--- src/rtl/img_loader.sv ---
// Image loader: writes a valid/ready pixel stream row-major into BRAM port A, swapping {b,g,r} to {r,g,b}.
// Optional IMG_LOADER_CHECKSUM_EN adds a 16-bit running sum of accepted pixels on port checksum.
module img_loader #(
    parameter int WIDTH  = 160,
    parameter int HEIGHT = 380,
    parameter int ADDR_W = 19
) (
    input  logic              clk,
    input  logic              rst,
    input  logic              start,
    input  logic              abort,
    input  logic              in_valid,
    output logic              in_ready,
    input  logic [11:0]       in_pixel,
    output logic              mem_we,
    output logic [ADDR_W-1:0] mem_addr,
    output logic [11:0]       mem_din,
    output logic              busy,
`ifdef IMG_LOADER_CHECKSUM_EN
    output logic [15:0]       checksum,
`endif
    output logic              done
);

    // state | meaning
    // IDLE  | waiting for start
    // WRITE | accepting pixels, one write per handshake
    // FLUSH | final pixel write on the bus, done follows
    typedef enum logic [1:0] {IDLE, WRITE, FLUSH} state_t;

    localparam int COL_W = (WIDTH  > 1) ? $clog2(WIDTH)  : 1;
    localparam int ROW_W = (HEIGHT > 1) ? $clog2(HEIGHT) : 1;

    state_t            state, next_state;
    logic [COL_W-1:0]  col;
    logic [ROW_W-1:0]  row;
    logic [ADDR_W-1:0] wr_ptr;
    logic              hs, accept, last_px, enter_write;

    assign hs          = in_valid && in_ready;
    assign accept      = hs && !abort;
    assign last_px     = (row == ROW_W'(HEIGHT - 1)) && (col == COL_W'(WIDTH - 1));
    assign enter_write = (state == IDLE) && (next_state == WRITE);

    always_comb begin
        next_state = state;
        case (state)
            IDLE:    if (start && !abort) next_state = WRITE;
            WRITE:   begin
                if (abort)                 next_state = IDLE;
                else if (hs && last_px)    next_state = FLUSH;
            end
            FLUSH:   next_state = IDLE;
            default: next_state = IDLE;
        endcase
    end

    always_ff @(posedge clk) begin
        if (rst) begin
            state    <= IDLE;
            in_ready <= 1'b0;
            busy     <= 1'b0;
            done     <= 1'b0;
            mem_we   <= 1'b0;
            mem_addr <= '0;
            mem_din  <= '0;
            col      <= '0;
            row      <= '0;
            wr_ptr   <= '0;
        end else begin
            state    <= next_state;
            in_ready <= (next_state == WRITE);
            busy     <= (next_state != IDLE);
            done     <= (state == FLUSH) && !abort;
            mem_we   <= accept;
            if (enter_write) begin
                col    <= '0;
                row    <= '0;
                wr_ptr <= '0;
            end else if (accept) begin
                mem_addr <= wr_ptr;
                mem_din  <= {in_pixel[3:0], in_pixel[7:4], in_pixel[11:8]};
                wr_ptr   <= wr_ptr + 1'b1;
                // pointer tracks row*WIDTH+col without a multiplier
                if (col == COL_W'(WIDTH - 1)) begin
                    col <= '0;
                    row <= row + 1'b1;
                end else begin
                    col <= col + 1'b1;
                end
            end
        end
    end

`ifdef IMG_LOADER_CHECKSUM_EN
    always_ff @(posedge clk) begin
        if (rst)              checksum <= '0;
        else if (enter_write) checksum <= '0;
        else if (accept)      checksum <= checksum + {4'b0000, in_pixel};
    end
`endif

endmodule

--- config.mk ---
export PLATFORM = sky130hd
export DESIGN_NAME = img_loader
export DESIGN_NICKNAME = d
export VERILOG_FILES = /design/src/rtl/img_loader.sv
export SDC_FILE = /design/constraint.sdc
export NUM_CORES = 1
export LEC_CHECK = 0
export ABC_AREA = 0
export CAP_MARGIN = 20
export CORE_MARGIN = 2
export CORE_UTILIZATION = 52
export CTS_CLUSTER_DIAMETER = 50
export DETAILED_ROUTE_END_ITERATION = 10
export GPL_TIMING_DRIVEN = 0
export PLACE_DENSITY = 0.79
export SETUP_SLACK_MARGIN = 0.02
export SYNTH_ARGS = -nofsm -noshare
export SYNTH_HDL_FRONTEND = slang
export SYNTH_SLANG_ARGS = --single-unit
--- constraint.sdc ---
create_clock -name clk -period 2.05 [get_ports clk]
set_input_delay 0.41 -clock clk [delete_from_list [all_inputs] [get_ports clk]]
set_output_delay 0.41 -clock clk [all_outputs]
set_load 0.03 [all_outputs]
==> results.toml <==
[run_status]
status = "finished, final reports clean"

[clock_network]
clkLatencyLatePin_ns = 0.34
cts_inserted_buffers = 9
cts-root-buf = "clkbuf_8"
holdBufCountCts = 0
clkTransAtPathRegs_ns = 0.08
cts_tree = "yes"
cts.sinks = 73
h-tree-depth = 3
clock_path_buffers = 2

[setup_path]
cp.arrival_ns = 2.21
crit_path_max_fanout = 5
start_kind = "register"
crit_type = "reg -> reg"
worst-r2r-setup-slack_ns = 0.11
worstPathCellList = "ha_2, nand4b_1, or4_4, or3_1, a21oi_1"
rr_startpoint = "wr_ptr[0]"
cp-end-kind = "register"
critPathRequiredTime_ns = 2.32
critPathLaunch = "wr_ptr[0]"
max_stage_delay_ns = 0.55
cp-endpoint = "wr_ptr[18]"
r2r_end = "wr_ptr[18]"
cp_slowest_cell = "or4_4"
rr_worst_depth = 5

[timing]
period_needed_ns = 1.94
finalSetupTns_ns = 0
setup_viol = 0
tightest_slew_ns = 0.461
fin_crit_sh = 0.945
rsz0062_at_grt = "false"
fin_worst_skew_ns = 0.00834
whs_ns = 0.455
clock.fmax_mhz = 516
slew_violations = 0
hold_viol = 0
relSlewSlack = 0.693

[logic_synthesis]
synthArstFlopShare = 0
ys_ff_latch = 73
ys_seq_area_frac = 0.494
synth_top_cell_area_share = 0.494
synthTopCellsByArea = "dfxtp_1, nand2_1, a21oi_1"
netlist_area_um2 = 2960
syn_avg_cell_area_um2 = 8.43
synth_top_area_cell = "dfxtp_1"
synth_edf_count = 0
synth_nets = 371
ys.flop_type = "dfxtp_1"
synthCells = 351
yosys_warnings = 0
netlist-cell-type-count = 39

[route]
final_antenna_net_count = 0
wl_per_cell_um = 13.7
drc = 0
routed_wl_um = 6710
firstDrtPassIters = 4
drt_iter0_drc = 141
wl_met1_um = 2870
met2_wirelength_um = 3340
wl_met3_um = 375
vias_per_cell = 5.46
routed.top_layer = "met4"
vias = 2673

[grt]
grt_max_degree = 13
grt_antenna_before_repair = 0
grt_usage = 0.229
grt_pass1_vias = 2560
gr-total-overflow = 0
grt_pass1_wl_um = 11300

[floorplan]
row_count = 27
dieHeight_um = 79.5
die-area_um2 = 6310
io_pins = 52
core_um2 = 5510
die_width_um = 79.5
start_util = 0.538

[pwr]
vdd_drop_max_uv = 407
p_clk_frac = 0.449
leakagePower_nw = 1.31
switchingPower_mw = 0.581
internal_power_mw = 2.22
pwr-share-comb = 0.041
p_per_area_nw_per_um2 = 736
swShare = 0.207
seqPwrFrac = 0.510

[place]
hpwl_um = 4700
placed_area_um2 = 3550
place.gp.congestion = 0.866
portBuffers = 50

[flow_run]
drv_cap = 0

[min_path]
hold_class = "reg -> reg"
holdPathStages = 2

[cells_and_area]
area_growth_pct = 28.8
drive_gt1_frac = 0.0885
layout_commonest_cell = "nand2_1"
final_cell_mix = "nand2_1, dfxtp_1, clkdlybuf4s50_1"
antennaDiodeCount = 0
design_area_um2 = 3810
nNetsFinal = 433
==> state kept, by name, summed over array words and instances, names as in the netlist, 2 cells and up <==
signal	cells
mem_din	12
state	2
col	8
mem_addr	19
row	9
wr_ptr	19
==> cells in the mapped netlist, types with 2 or more instances <==
cell	n
ha_1	3
o211ai_1	4
a21oi_1	45
and3_1	6
xnor2_1	5
and2_1	3
nor4b_1	2
a21boi_0	2
dfxtp_1	73
nor3_1	3
nand4_1	13
nand3_1	11
buf_2	8
or4_1	11
and4_1	3
xor2_1	12
or3_1	3
clkbuf_1	8
o21ai_0	4
nand2_1	82
inv_1	4
o31ai_1	6
or2_2	2
nor2_1	23
==> metrics by stage <==
step / worst slack (ns) / std cells / power [mW] / util
after floorplan: 0.264 / 351 / 1.52 / -
after global placement: -0.501 / 473 / 1.57 / 0.645
after detailed placement: -0.580 / 473 / 1.57 / 0.645
after CTS: 0.0301 / 490 / 2.83 / 0.691
after global routing: 0.0326 / 490 / 2.90 / 0.692
final: 0.113 / 490 / 2.80 / 0.692
==> cell type report <==
| cell class | instances | area [um2] |
|---|---|---|
| Sequential cell | 73 | 1460 |
| Buffer | 18 | 85.1 |
| Clock inverter | 5 | 77.6 |
| Tap cell | 72 | 90.1 |
| Multi-Input combinational cell | 256 | 1420 |
| Timing Repair Buffer | 51 | 510 |
| Fill cell | 444 | 1690 |
| Inverter | 4 | 15.0 |
| Clock buffer | 11 | 151 |
==> how the worst min path moves through the flow <==
stage               slack, ns            to          from
floorplan                0.44  mem_addr[18]    wr_ptr[18]
global placement         0.44    mem_din[3]    mem_din[3]
detailed placement       0.45   mem_addr[7]   mem_addr[7]
CTS                      0.46   mem_addr[7]   mem_addr[7]
global route             0.48  mem_addr[16]  mem_addr[16]
finish                   0.46  mem_addr[15]  mem_addr[15]
==> cells by family (layout without fill, tap and decap cells) <==
group                      after synthesis  count (layout)  synth area share
adders and majority gates                3               3            0.0127
buffers and inverters                   22              89            0.0330
xor gates and xnor gates                17              17            0.0503
and+or+nand+nor                        172             172             0.289
AOI/OAI and AO/OA                       63              63             0.118
DFF                                     73              73             0.494
muxes                                    1               1           0.00338
==> critical path: cells and delay by family, from the launching register on <==
kind / cells / cell delay (ns)
AO/OA/AOI/OAI: 1 / 0.13
AND/OR/NAND/NOR: 3 / 1.08
adder cells (fa/ha/maj): 1 / 0.27
flip-flops: 1 / 0.40
==> per-layer routing <==
layer	vias to the layer above	global-route usage
met3	14	0.0611
met5	-	0
li1	1346	-
met4	0	0.110
met2	82	0.386
met1	1231	0.268
==> power groups by stage <==
| stage | combinational [mW] | sequential (mW) | clock (mW) |
|---|---|---|---|
| 2_1_floorplan | 0.0444 | 1.47 | 0 |
| 3_3_place_gp | 0.111 | 1.46 | 0 |
| 3_5_place_dp | 0.112 | 1.46 | 0 |
| 4_1_cts | 0.116 | 1.43 | 1.28 |
| 5_1_grt | 0.127 | 1.43 | 1.34 |
| 6_report | 0.116 | 1.43 | 1.26 |
==> repair_timing <==
item	CTS	global route
resized for setup	4	3
setup buffers	1	0
setup endpoints to repair	59	45
No activity file was read; power rests on OpenSTA's default activity.
